--- config.mk ---
export PLATFORM = sky130hd
export DESIGN_NAME = cc_hit_miss_dispatch
export DESIGN_NICKNAME = d
export VERILOG_FILES = /design/src/rtl/cc_hit_miss_dispatch.sv
export SDC_FILE = /design/constraint.sdc
export NUM_CORES = 1
export LEC_CHECK = 0
export ABC_AREA = 0
export BUFFER_PORTS_ARGS = -buffer_cell sky130_fd_sc_hd__buf_2
export CORE_AREA = 2 2 435 437
export CTS_BUF_LIST = sky130_fd_sc_hd__clkbuf_8
export CTS_CLUSTER_SIZE = 24
export DETAILED_ROUTE_END_ITERATION = 6
export DIE_AREA = 0 0 437 439
export GPL_TIMING_DRIVEN = 0
export SLEW_MARGIN = 20
export SYNTH_ARGS = -nofsm -noshare
export SYNTH_HDL_FRONTEND = slang
export SYNTH_SLANG_ARGS = --single-unit
--- constraint.sdc ---
create_clock -name clk -period 4.8 [get_ports clk]
set_input_delay 0.96 -clock clk [delete_from_list [all_inputs] [get_ports clk]]
set_output_delay 0.96 -clock clk [all_outputs]
set_load 0.01 [all_outputs]
--- src/rtl/cc_hit_miss_dispatch.sv ---
// cc_hit_miss_dispatch
// Dispatch stage between the tag-compare pipeline and the data reorder unit.
// Every accepted request produces one hit-flag FIFO write. Hits also write
// {word offset, line} into the hit-data FIFO. Misses load a single-entry AR
// slot that issues a critical-word-first WRAP burst. A counter bounds the
// number of misses in flight.
module cc_hit_miss_dispatch #(
    parameter int MAX_OUTSTANDING = 4
) (
    input  logic         clk,
    input  logic         rst_n,
    input  logic         req_valid_i,
    output logic         req_ready_o,
    input  logic         req_hit_i,
    input  logic [31:0]  req_addr_i,
    input  logic [511:0] req_line_i,
    input  logic         hit_flag_fifo_afull_i,
    output logic         hit_flag_fifo_wren_o,
    output logic         hit_flag_fifo_wdata_o,
    input  logic         hit_data_fifo_afull_i,
    output logic         hit_data_fifo_wren_o,
    output logic [517:0] hit_data_fifo_wdata_o,
    output logic         mem_arvalid_o,
    input  logic         mem_arready_i,
    output logic [31:0]  mem_araddr_o,
    output logic [3:0]   mem_arlen_o,
    output logic [2:0]   mem_arsize_o,
    output logic [1:0]   mem_arburst_o,
    input  logic         mem_r_done_i,
    output logic [3:0]   outstanding_o
);

    typedef enum logic {
        AR_IDLE = 1'b0,
        AR_WAIT = 1'b1
    } ar_state_e;

    localparam logic [3:0] MAX_CNT = 4'(MAX_OUTSTANDING);

    ar_state_e  ar_state;
    ar_state_e  ar_state_next;
    logic [3:0] outstanding;
    logic       hit_ok;
    logic       miss_ok;
    logic       accept;
    logic       hit_accept;
    logic       miss_accept;
    logic       done_dec;

    // Accept decision from registered state and FIFO flags only, so there is
    // no combinational path from mem_arready_i to req_ready_o.
    always_comb begin
        hit_ok      = !hit_flag_fifo_afull_i && !hit_data_fifo_afull_i;
        miss_ok     = !hit_flag_fifo_afull_i && (ar_state == AR_IDLE)
                      && (outstanding < MAX_CNT);
        req_ready_o = req_hit_i ? hit_ok : miss_ok;
        accept      = req_valid_i && req_ready_o;
        hit_accept  = accept && req_hit_i;
        miss_accept = accept && !req_hit_i;
        done_dec    = mem_r_done_i && (outstanding != 4'd0);
    end

    // AR slot state register; a reset abandons any un-handshaken request.
    always_ff @(posedge clk) begin
        if (!rst_n) begin
            ar_state <= AR_IDLE;
        end else begin
            ar_state <= ar_state_next;
        end
    end

    // AR slot fills on a miss accept and empties on the AR handshake.
    always_comb begin
        ar_state_next = ar_state;
        case (ar_state)
            AR_IDLE: if (miss_accept)   ar_state_next = AR_WAIT;
            AR_WAIT: if (mem_arready_i) ar_state_next = AR_IDLE;
            default: ar_state_next = AR_IDLE;
        endcase
    end

    // Registered FIFO writes: one flag per accept, data only for hits.
    always_ff @(posedge clk) begin
        if (!rst_n) begin
            hit_flag_fifo_wren_o  <= 1'b0;
            hit_flag_fifo_wdata_o <= 1'b0;
            hit_data_fifo_wren_o  <= 1'b0;
            hit_data_fifo_wdata_o <= '0;
        end else begin
            hit_flag_fifo_wren_o <= accept;
            hit_data_fifo_wren_o <= hit_accept;
            if (accept) begin
                hit_flag_fifo_wdata_o <= req_hit_i;
            end
            if (hit_accept) begin
                hit_data_fifo_wdata_o <= {req_addr_i[5:0], req_line_i};
            end
        end
    end

    // AR address is captured on a miss accept and held until the handshake.
    always_ff @(posedge clk) begin
        if (!rst_n) begin
            mem_araddr_o <= '0;
        end else if (miss_accept) begin
            mem_araddr_o <= {req_addr_i[31:3], 3'b000};
        end
    end

    // In-flight miss count; simultaneous accept and completion cancel out,
    // and a completion at zero is ignored.
    always_ff @(posedge clk) begin
        if (!rst_n) begin
            outstanding <= 4'd0;
        end else begin
            case ({miss_accept, done_dec})
                2'b10:   outstanding <= outstanding + 4'd1;
                2'b01:   outstanding <= outstanding - 4'd1;
                default: outstanding <= outstanding;
            endcase
        end
    end

    assign mem_arvalid_o = (ar_state == AR_WAIT);
    assign mem_arlen_o   = 4'd7;
    assign mem_arsize_o  = 3'd3;
    assign mem_arburst_o = 2'b10;
    assign outstanding_o = outstanding;

endmodule

==> results.md <==
- # DRC: 0
- GPL Wtd Cong: 1.080
- FP Rows: 159
- Asr flop ratio synth: 0
- Max-cap check violation count: 0
- GRT Total Usage: 0.1738
- Top_reg_cell synth: dfxtp_1
- Cell area after layout: between 30,000 and 40,000 sq um
- Reg clk slew, reported paths: 0.06 ns
- Lkg Pwr: 13.27 nW
- Type of origin of the critical path: flop
- Kind of critical path: reg -> reg
- CP Launch Point: outstanding_o[3]
- Place WS: 1.233 ns
- Cts bufs inserted: 111
- Setup Skew: 0.03664 ns
- Worst ir drop on vdd: 0.2333 mV
- Status: finished clean
- Core Area: 187,000 sq um
- DRT iter0 DRCs: approximately 2,000
- Post-route insts no fill: 6,277
- Die height: around 440 um
- RSZ-0062 raised after global routing: false
- CTS Hold Buffers Added: 0
- Share of cells above drive strength 1: 0.3805
- Detailed Place HPWL: 153.1 mm
- Worst EP required: 5.59 ns
- Reg-to-Reg Start: outstanding_o[3]
- Ports: 1,120
- TritonCTS clock tree: built
- Initial antenna violation count: 105
- Layout net count: 4,222
- GRT overflow: 0
- Netlist cell types: 29
- First-pass DRT Iterations: 5
- Largest net degree at the start of global routing: 18
- Post-Syn Area: just under 20,000 sq um
- Number of global-route vias before repair: 21,510
- Period utilisation layout: 0.5954
- Port Buffers: 1,106
- Reg-to-reg endpoint: outstanding_o[3]
- Final setup fails: 0
- Detail Route Antenna Nets: 0
- Filler cells: 21,500
- Class of the worst hold path: in -> reg
- # resized after CTS: 0
- Final WL: around 170 mm
- Hold Violations, Final: 0
- Area after DPL: 28,290 sq um
- Yosys warns: 0
- Top area cells in the synthesized netlist: dfxtp_1, nand2_1, a21oi_1, buf_6, buf_2
- R2R Setup Slk: 1.94 ns
- H-Tree Depth: 3
- Initial core utilization: 0.1048
- Fmax: 349.9 MHz
- Setup crit end: outstanding_o[3]
- Synthesis-to-finish area growth: 57.43%
- Worst-Skew Late Latency: 0.87 ns
- Gate Count Post-Synth: 2,437
- Post-synth top area share: 0.5671
- Number of synthesized flops with an enable pin: 0
- Vias: 23,000
- CP endpoint kind: flop
- PD cells: 366.8 nW/um^2
- Post-Synthesis Mean Instance Area: 8.040 sq um
- Setup slack after layout: 1.942 ns
- Post-CTS setup buffers: 0
- Period minus WS final: 2.858 ns
- Cells after DPL: just over 6,000
- Worst slew pin tran: 0.9749 ns
- Mean routed wirelength per cell: 27.81 um
- Crit path arrival time: 3.64 ns
- CTS max path bufs: 3
- Cell accounting for the most synthesized area: dfxtp_1
- TritonCTS Sinks: 555
- CP Max Fanout: 10
- Via density: 3.664
- Root Buffer: clkbuf_8
- #FFs+latches synth: about 560
- Final Max Tran Viols: 0
- First-pass GRT wire length: ~220 mm
- Die ar.: about 190,000 sq um
- Setup_tns: 0 ns
- Rel. slew slack: 0.3485
- Worst Reg-to-Reg Cells: 9
- Die W: between 400 and 500 um
- Seq/Total Area, Yosys: 0.5671
final cells by class:
class | instances | area (sq um) | share of cell area
Tap cell | 2495 | 3122 | 0.1012
Timing Repair Buffer | 1106 | 5535 | 0.1795
Clock buffer | 139 | 1913 | 0.06202
Inverter | 4 | 15.01 | 0.0004868
Multi-Input combinational cell | 1689 | 7166 | 0.2323
Antenna cell | 29 | 72.57 | 0.002353
Clock inverter | 61 | 570.5 | 0.01850
Sequential cell | 555 | 11110 | 0.3602
Buffer | 199 | 1340 | 0.04344
critical path, cell delays in order (launching register included):
cell and delay, ns:
dfxtp_1 0.35, nor4_2 0.35, nand3b_1 0.27, buf_2 0.29
ha_1 0.27, ha_1 0.33, a21oi_1 0.19, a21oi_1 0.11
or4_1 0.48, a21oi_1 0.15
cells in the final DEF (no fill, tap or decap), drive strengths merged:
cell	instances
buf	1261
inv	36
nand2	1066
o41a	1
and2b	1
nor2	10
clkbuf	183
o21ai	30
diode	29
or4	1
nor2b	1
clkinvlp	3
ha	3
clkinv	17
conb	12
nand3	30
o31ai	1
and3	1
fa	1
nand2b	1
dfxtp	555
bufinv	9
a21oi	525
and2	1
nor4	1
xor2	2
nand3b	1
report_power, final:
part / switching, mW / internal, mW / total [mW]
sequential: 0.0656 / 4.71 / 4.78
clock: 2.43 / 3.11 / 5.54
combinational: 0.646 / 0.353 / 0.999
total: 3.14 / 8.17 / 11.3
routing by layer:
metal / wire length (um) / track usage / part of all wire
met1: 64200 / 0.1946 / 0.37
met4: 9417 / 0.08521 / 0.054
met5: 49 / 0 / 0.00028
met2: 86490 / 0.3040 / 0.50
met3: 14410 / 0.04569 / 0.083
synth_stat cells, types with 2 or more instances:
| cell type | count |
|---|---|
| inv_1 | 3 |
| dfxtp_1 | 555 |
| buf_8 | 5 |
| buf_6 | 51 |
| nand3_1 | 30 |
| ha_1 | 3 |
| buf_4 | 14 |
| buf_1 | 5 |
| conb_1 | 2 |
| a21oi_1 | 525 |
| xor2_1 | 2 |
| buf_2 | 80 |
| clkbuf_1 | 44 |
| nand2_1 | 1066 |
| o21ai_1 | 29 |
| nor2_1 | 10 |
sequential cells by signal, summed over array words and instances (netlist names):
| register | flops |
|---|---|
| hit_data_fifo_wdata_o | 518 |
| hit_data_fifo_wren_o | 1 |
| hit_flag_fifo_wdata_o | 1 |
| outstanding_o | 4 |
| mem_arvalid_o | 1 |
| hit_flag_fifo_wren_o | 1 |
| mem_araddr_o | 29 |
worst min path at each step:
stage	from	to	slack (ns)	cells after the start
2_1_floorplan	hit_data_fifo_wdata_o[0]	hit_data_fifo_wdata_o[0]	0.48	2
3_3_place_gp	hit_data_fifo_wdata_o[223]	hit_data_fifo_wdata_o[223]	0.44	2
3_5_place_dp	hit_data_fifo_wdata_o[309]	hit_data_fifo_wdata_o[309]	0.44	2
4_1_cts	req_line_i[231]	hit_data_fifo_wdata_o[231]	0.16	3
5_1_grt	req_line_i[231]	hit_data_fifo_wdata_o[231]	0.24	3
6_report	req_addr_i[28]	mem_araddr_o[28]	0.32	3
kinds of logic after synthesis:
kind of cell,synth area share
simple gates,0.2169
compound gates,0.1427
xor+xnor,0.0008942
flops,0.5671
fa+ha+maj,0.002938
other cells,0.0003833
buf+inv,0.06910
per-stage QoR:
stage	total power, mW	utilization	hold slack (ns)
final	11.31	0.1649	0.3220
after global routing	11.75	0.1647	0.2438
after CTS	11.52	0.1646	0.1627
after detailed placement	5.882	0.1513	0.4431
after global placement	5.875	0.1513	0.4399
after floorplan	5.203	-	0.4805
No activity file was read; power rests on OpenSTA's default activity.
